### src/rtl/hamming_seq_ctrl.sv
// Sequencing controller for a serial Hamming-distance accumulator datapath.
// Optional abort input is enabled by defining HAMMING_CTRL_ABORT_EN.
module hamming_seq_ctrl #(
   parameter int W        = 5,
   parameter int N_CHUNKS = 3200,
   parameter int SUM_W    = 14
) (
   input  logic             i_clk,
   input  logic             i_rst_n,
   input  logic             i_start,
`ifdef HAMMING_CTRL_ABORT_EN
   input  logic             i_abort,
`endif
   output logic             o_busy,
   input  logic             i_in_valid,
   output logic             o_in_ready,
   input  logic [W-1:0]     i_in_g,
   input  logic [W-1:0]     i_in_e,
   output logic             o_dp_rst,
   output logic [W-1:0]     o_dp_g,
   output logic [W-1:0]     o_dp_e,
   input  logic [SUM_W-1:0] i_dp_sum,
   output logic             o_done,
   output logic [SUM_W-1:0] o_result,
   output logic             o_result_valid
);

   localparam int CNT_W = (N_CHUNKS > 1) ? $clog2(N_CHUNKS) : 1;
   localparam logic [CNT_W-1:0] LAST_CNT = CNT_W'(N_CHUNKS - 1);

   typedef enum logic [2:0] {
      S_IDLE,
      S_CLEAR,
      S_RUN,
      S_DRAIN,
      S_DONE
   } state_t;

   state_t            r_state;
   state_t            w_next;
   logic [CNT_W-1:0]  r_cnt;
   logic [SUM_W-1:0]  r_result;
   logic              r_result_valid;
   logic              w_fire;
   logic              w_last;
   logic              w_abort;

   assign w_fire = (r_state == S_RUN) && i_in_valid;
   assign w_last = w_fire && (r_cnt == LAST_CNT);

   // Abort only acts while an operation is actually in flight.
`ifdef HAMMING_CTRL_ABORT_EN
   assign w_abort = i_abort &&
                    ((r_state == S_CLEAR) || (r_state == S_RUN) || (r_state == S_DRAIN));
`else
   assign w_abort = 1'b0;
`endif

   always_ff @(posedge i_clk or negedge i_rst_n) begin
      if (!i_rst_n) begin
         r_state <= S_IDLE;
      end else begin
         r_state <= w_next;
      end
   end

   always_comb begin
      w_next = r_state;
      case (r_state)
         S_IDLE:  if (i_start) w_next = S_CLEAR;
         S_CLEAR: w_next = S_RUN;
         S_RUN:   if (w_last) w_next = S_DRAIN;
         S_DRAIN: w_next = S_DONE;
         S_DONE:  w_next = S_IDLE;
         default: w_next = S_IDLE;
      endcase
      if (w_abort) begin
         w_next = S_IDLE;
      end
   end

   always_comb begin
      o_busy     = (r_state != S_IDLE);
      o_in_ready = (r_state == S_RUN);
      o_dp_rst   = (r_state == S_CLEAR);
      o_done     = (r_state == S_DONE);
      o_dp_g     = '0;
      o_dp_e     = '0;
      // Equal (zero) operands on any non-fire cycle keep the running sum frozen.
      if (w_fire) begin
         o_dp_g = i_in_g;
         o_dp_e = i_in_e;
      end
   end

   always_ff @(posedge i_clk or negedge i_rst_n) begin
      if (!i_rst_n) begin
         r_cnt <= '0;
      end else if ((r_state == S_CLEAR) || w_abort) begin
         r_cnt <= '0;
      end else if (w_fire) begin
         r_cnt <= w_last ? '0 : r_cnt + CNT_W'(1);
      end
   end

   // The registered datapath sum already includes the last chunk during DRAIN.
   always_ff @(posedge i_clk or negedge i_rst_n) begin
      if (!i_rst_n) begin
         r_result       <= '0;
         r_result_valid <= 1'b0;
      end else if ((r_state == S_IDLE) && i_start) begin
         r_result_valid <= 1'b0;
      end else if ((r_state == S_DRAIN) && !w_abort) begin
         r_result       <= i_dp_sum;
         r_result_valid <= 1'b1;
      end
   end

   assign o_result       = r_result;
   assign o_result_valid = r_result_valid;

endmodule
### config.mk
export PLATFORM = sky130hd
export DESIGN_NAME = hamming_seq_ctrl
export DESIGN_NICKNAME = d
export VERILOG_FILES = /design/src/rtl/hamming_seq_ctrl.sv
export SDC_FILE = /design/constraint.sdc
export NUM_CORES = 1
export LEC_CHECK = 0
export ABC_AREA = 0
export BUFFER_PORTS_ARGS = -buffer_cell sky130_fd_sc_hd__buf_2
export CAP_MARGIN = 40
export CORE_UTILIZATION = 49
export CTS_CLUSTER_SIZE = 10
export DETAILED_ROUTE_END_ITERATION = 7
export GPL_ROUTABILITY_DRIVEN = 0
export HOLD_SLACK_MARGIN = 0.1
export PLACE_DENSITY = 0.87
export SYNTH_ARGS = -nofsm -noshare
export SYNTH_HDL_FRONTEND = slang
export SYNTH_SLANG_ARGS = --single-unit
### constraint.sdc
create_clock -name i_clk -period 1.7 [get_ports i_clk]
set_input_delay 0.085 -clock i_clk [delete_from_list [all_inputs] [get_ports i_clk]]
set_output_delay 0.085 -clock i_clk [all_outputs]
set_load 0.05 [all_outputs]
**Yosys cells after proc, flatten, opt, wreduce, memory -nomap -nowiden**

Index checks and enable logic that the tools add are counted.

- Input bits: 28
- Register bits: 30

- Bitwise operators: 1
- Add/subtract/negate cells: 1
- Reduce and logical (&&, ||, !) cells: 9
- Multiplexer cells: 10
- Eq/ne operators: 7

Operator list:

| cell | count |
|---|---|
| $mux 12 | 3 |
| $add 12x1->12 const B | 1 |
| $eq 12x12->1 const B | 1 |
| $pmux 3 s4 | 1 |
| $mux 5 | 2 |
| $eq 3x2->1 const B | 2 |
| $mux 3 | 2 |
| $reduce_and 2->1 | 2 |
| $reduce_bool 2->1 | 2 |
| $eq 3x1->1 const B | 1 |
| $eq 3x3->1 const B | 1 |
| $logic_and 1x1->1 | 3 |
| $logic_not 3->1 | 1 |
| $reduce_bool 3->1 | 1 |
| $mux 1 | 2 |
| $ne 2x1->1 const B | 1 |
| $ne 2x2->1 const B | 1 |
| $not 1->1 | 1 |

**Longest topological paths before layout**

- Word-level depth: 6
- Mapped depth: 6

**Worst setup path before layout**

OpenSTA, ideal clock, no wires.

- Path type: reg2reg
- From: register r_state[1]
- To: register r_cnt[4]
- Setup slack: -0.329 ns
- Buffers on the path: 1
- Arrival: 1.908 ns
- Period minus slack after synthesis: 2.029 ns
- Stages on the path, launching flop included: 6
- Library setup time: 0.121 ns
- Cells stage by stage: dfrtp_1 > buf_4 > nand2b_4 > nor2_1 > o21ai_1 > a22o_1

RTL lines:

| element | RTL line | source |
|---|---|---|
| start, declared | 39 | `state_t r_state;` |
| start signal, assigned | 63 | `r_state <= w_next;` |
| $eq 3x1->1 * | -- |  |
| via o_dp_rst | 19 | `output logic o_dp_rst,` |
| $mux 12 / $reduce_bool 2->1 (equally long branches) | -- |  |
| end signal, assigned | 102 | `r_cnt <= w_last ? '0 : r_cnt + CNT_W'(1);` |
| end, declared | 41 | `logic [CNT_W-1:0] r_cnt;` |

Mark *: on every way through the listed nets, which the timed path passes. The rest lies on a longest branch. The select of a mux whose other input is x is not followed.
A chain may end at the register's enable or synchronous reset.

**Worst setup path after layout**

- From: register r_state[0]
- To: output o_dp_g[4]

- Cells in the longest elaborated chain, start to end: 3

RTL lines:

| element | RTL line | source |
|---|---|---|
| $eq 3x2->1 | 48 | `assign w_fire = (r_state == S_RUN) && i_in_valid;` |
| $logic_and 1x1->1 | 48 |  |
| $mux 5 | 90 | `if (w_fire) begin` |
| end, declared | 20 | `output logic [W-1:0] o_dp_g,` |

No other way between the ends.

==> run summary <==
The finished layout holds 264 standard cells, fillers aside. The worst setup path is captured at a primary output. The type of the worst setup path is reg -> out. The most critical setup path has its startpoint at r_state[0]. The number of different library cells used by synthesis comes to 41. In the layout the commonest cells are 44 x sky130_fd_sc_hd__buf_2, 28 x sky130_fd_sc_hd__dfrtp_1, 20 x sky130_fd_sc_hd__buf_4.

Using the TritonRoute via totals, the vias-per-cell ratio works out to 5.28. The critical path goes through and4bb_4, and2_1, buf_4. CTS placed an instance of sky130_fd_sc_hd__clkbuf_4 at the clock tree root. In this run the power spent charging and discharging nets is 1890 uW. Delay of the slowest cell on the worst path: 470 ps. Via count of the first global-routing pass: 1410. The number of failing hold endpoints at the final stage is 0, and the die height is 58.6 um. Net switching is 51.0% of the power. Entering global routing, the biggest net connects 31 pins. Number of maximum-capacitance violations: 0. The power density relative to cell area works out to 1660 nW/um2. In the synthesized netlist the dominant register cell turns out to be sky130_fd_sc_hd__dfrtp_1.

For this run, design rule violations remaining after detail routing come to 0. In this run the remaining antenna-violating nets after routing total 0. The mean area per synthesized cell is 11.4 um2, and the sum of buffers and inverters on the critical path is 1. The final setup skew is 12.5 ps. Headroom to the max-slew limit came out at 56.8%. Synthesis inferred 30 register bits. Summed over all instances, the cell type with the most area after synthesis is sky130_fd_sc_hd__dfrtp_1. The final design utilization came out at 73.0%.

In this run the worst hold path is classified as in -> reg. 0 antenna diodes ended up in the layout. Prior to clock tree synthesis, the placed netlist has a worst setup slack of 148 ps. The leakage power summed over all cells is 0.00103 uW, and the number of standard-cell rows in the floorplan is 20. The share of total power in sequential cells was 31.3%.

The time the final worst path needs with I/O delays and setup came out at 1620 ps. The routed layout has 1395 vias. The cell family contributing the most delay on the critical path is simple AND/OR/NAND/NOR gates.

The worst register-to-register path begins at r_cnt[0]. Summed over all nets, the half-perimeter wirelength after detailed placement is 2550 um. TritonCTS built the clock tree. The clock tree buffer depth came out at 2.

For the final layout net count, the log shows 249. The flow ran to the end, and the final reports show no timing, DRC or antenna violations. The first global-routing pass estimated 6430 um of wire. Dividing the detail-routed wire length by the instance count gives 14.7 um. For this design the top-level I/O count stands at 57. Across all setup checks in the final design, the least slack found is 78.6 ps. The run gives 1570 um2 as the synthesized cell area. Across every metal layer, demand over resource in global routing totals 25.2%. The clock drives 30 sinks.

The starting density of the core is 51.4%. For the final setup TNS, the log shows 0 ps. After detailed placement, the design holds a cell count of 240.

The number of DRC markers after the initial detailed-route iteration is 78. Slew at the pin with the worst max-slew slack: 649 ps. The number of port buffers is 56. Setup repair after global routing left no endpoint under its margin.

Of the cells placed in the final design, the portion with a size suffix greater than 1 is 45.9%. Counting flops with an async set or reset pin after synthesis yields a share of 100%. The number of enable-type register cells in the synthesized netlist is 0. The startpoint of the lowest-slack hold path is i_start.

For this run, the detailed router's first-pass iteration total came to 4. The region available for standard cell placement spans 3050 um2. Clock group share of total power: 11.1%.

Compared with the post-synthesis result, the final layout area differs by 42.0%. For this run, the number of Yosys warnings is 0. After global routing the overflow that remains totals 0. Sequential cells were found to cover 47.8% of the synthesized design area.

The worst hold slack across all endpoints came out at 166 ps. Yosys attributes the largest share of cell area to sky130_fd_sc_hd__dfrtp_1 48%, sky130_fd_sc_hd__mux2_2 10%, sky130_fd_sc_hd__and2_1 4.8%, sky130_fd_sc_hd__a2111oi_4 3.5%, sky130_fd_sc_hd__a21oi_1 2.2%. The library cell used most frequently in the layout, excluding fill and tap cells, is sky130_fd_sc_hd__buf_2. Critical path startpoint category: a flip-flop. Clock-pin slew was measured on the worst setup and hold paths at 100 ps. The die covers 3440 um2.

Horizontal die dimension: 58.6 um. The ratio of final minimum period to clock period is 95.4%. The logs give 1540 ps for the data arrival time at the worst-slack endpoint and 57.6% for the combinational share of power. The cell internal power dissipation was 1810 uW.

The run gives 0 as the number of antenna violations at the first check in global routing. The largest individual stage delay along the critical path comes from the cell sky130_fd_sc_hd__dfrtp_2. The final setup violation count was 0; the area share of the leading cell type in the synthesized netlist was 47.8%. The required time at the endpoint of the critical path was 1620 ps. The top achievable clock speed came out at 0.617 GHz.

For the count of final max-slew check failures, the log shows 0. The peak ir drop on the vdd network is 0.00131 V. Synthesis produced a netlist with a net count of 167. The tools report the insertion delay to the later sink of the worst-skew pair as 340 ps. The H-tree generated during clock tree synthesis spans 2 levels. Peak fanout along the critical path: 10. Counting the buffers created by CTS gives 5. The final layout contains routed wiring with a total length of 3890 um.

For the number of instances in the synthesized netlist, the log shows 138.
## cell type report
type | count | area [um2]
Multi-Input combinational cell | 95 | 782
Timing Repair Buffer | 81 | 561
Tap cell | 44 | 55.1
Inverter | 7 | 26.3
Fill cell | 220 | 823
Clock buffer | 5 | 37.5
Clock inverter | 2 | 15.0
Sequential cell | 30 | 753
## state kept, by name, summed over array words and instances, names as in the netlist
register and count:
o_result 14, r_cnt 12, r_state 3, o_result_valid 1
## power by group through the flow
stage / logic [uW] / registers, uW / clock network (uW)
CTS: 2060 / 1150 / 415
detailed placement: 1990 / 1140 / 0
global route: 2230 / 1190 / 453
global placement: 1950 / 1130 / 0
floorplan: 910 / 1750 / 0
finish: 2130 / 1160 / 411
## metrics by stage
stage               power, uW  area (um2)
floorplan                2660        1580
global placement         3080        1950
detailed placement       3130        1950
CTS                      3620        2200
global route             3870        2230
finish                   3690        2230
## Yosys cell counts, types with 2 or more instances
cell type / n
sky130_fd_sc_hd__nand2_1: 4
sky130_fd_sc_hd__buf_4: 2
sky130_fd_sc_hd__nor4_1: 2
sky130_fd_sc_hd__nand4_1: 4
sky130_fd_sc_hd__a2111oi_4: 2
sky130_fd_sc_hd__dfrtp_1: 30
sky130_fd_sc_hd__o21ai_0: 2
sky130_fd_sc_hd__o31a_1: 2
sky130_fd_sc_hd__a21oi_1: 7
sky130_fd_sc_hd__a211oi_1: 2
sky130_fd_sc_hd__a31oi_1: 3
sky130_fd_sc_hd__nand3b_1: 2
sky130_fd_sc_hd__buf_2: 3
sky130_fd_sc_hd__o211ai_1: 2
sky130_fd_sc_hd__and2_1: 12
sky130_fd_sc_hd__mux2_2: 14
sky130_fd_sc_hd__and3_1: 2
sky130_fd_sc_hd__inv_1: 7
sky130_fd_sc_hd__nor2_1: 4
sky130_fd_sc_hd__nand3_1: 6
sky130_fd_sc_hd__xnor2_1: 4
sky130_fd_sc_hd__nor3_1: 3
## worst paths after layout
check | end | slack [ps] | depth (start not counted)
min in group asynchronous | o_result[0] | 300 | 2
min | r_state[0] | 170 | 4
max in group asynchronous | r_state[0] | 940 | 2
max reg2reg | r_cnt[5] | 110 | 6
max | o_dp_g[4] | 80 | 3
min reg2reg | o_result[2] | 510 | 1
## tightest hold or removal path, cell delays in order
cell	delay, ps
sky130_fd_sc_hd__buf_2	100
sky130_fd_sc_hd__inv_1	70
sky130_fd_sc_hd__o22ai_1	70
sky130_fd_sc_hd__and2_1	150
## repair_timing
action,4_1_cts,5_1_grt
hold buffers,15,0
endpoints found under the setup margin,11,18
cloned,1,0
resized for setup,14,5
pin swaps,1,2
buffers inserted,0,1
endpoints found under the hold margin,44,0
## logic make-up (layout without fill, tap and decap cells)
group / after synthesis / count (layout) / share of synthesized area [%]
flip-flops: 30 / 30 / 47.8
adder cells (fa/ha/maj): 1 / 1 / 0.797
AND/OR/NAND/NOR: 49 / 50 / 21.0
multiplexers: 14 / 14 / 10.0
buffers and inverters: 14 / 95 / 4.54
AO/OA/AOI/OAI: 25 / 25 / 13.0
XOR/XNOR: 5 / 5 / 2.79
## per-layer routing
| metal | GRT usage [%] | wire length (um) |
|---|---|---|
| met5 | 0 | 0 |
| met1 | 30.2 | 1620 |
| met2 | 43.2 | 2060 |
| met4 | 8.50 | 46 |
| met3 | 7.69 | 164 |
No activity file was read; power rests on OpenSTA's default activity.
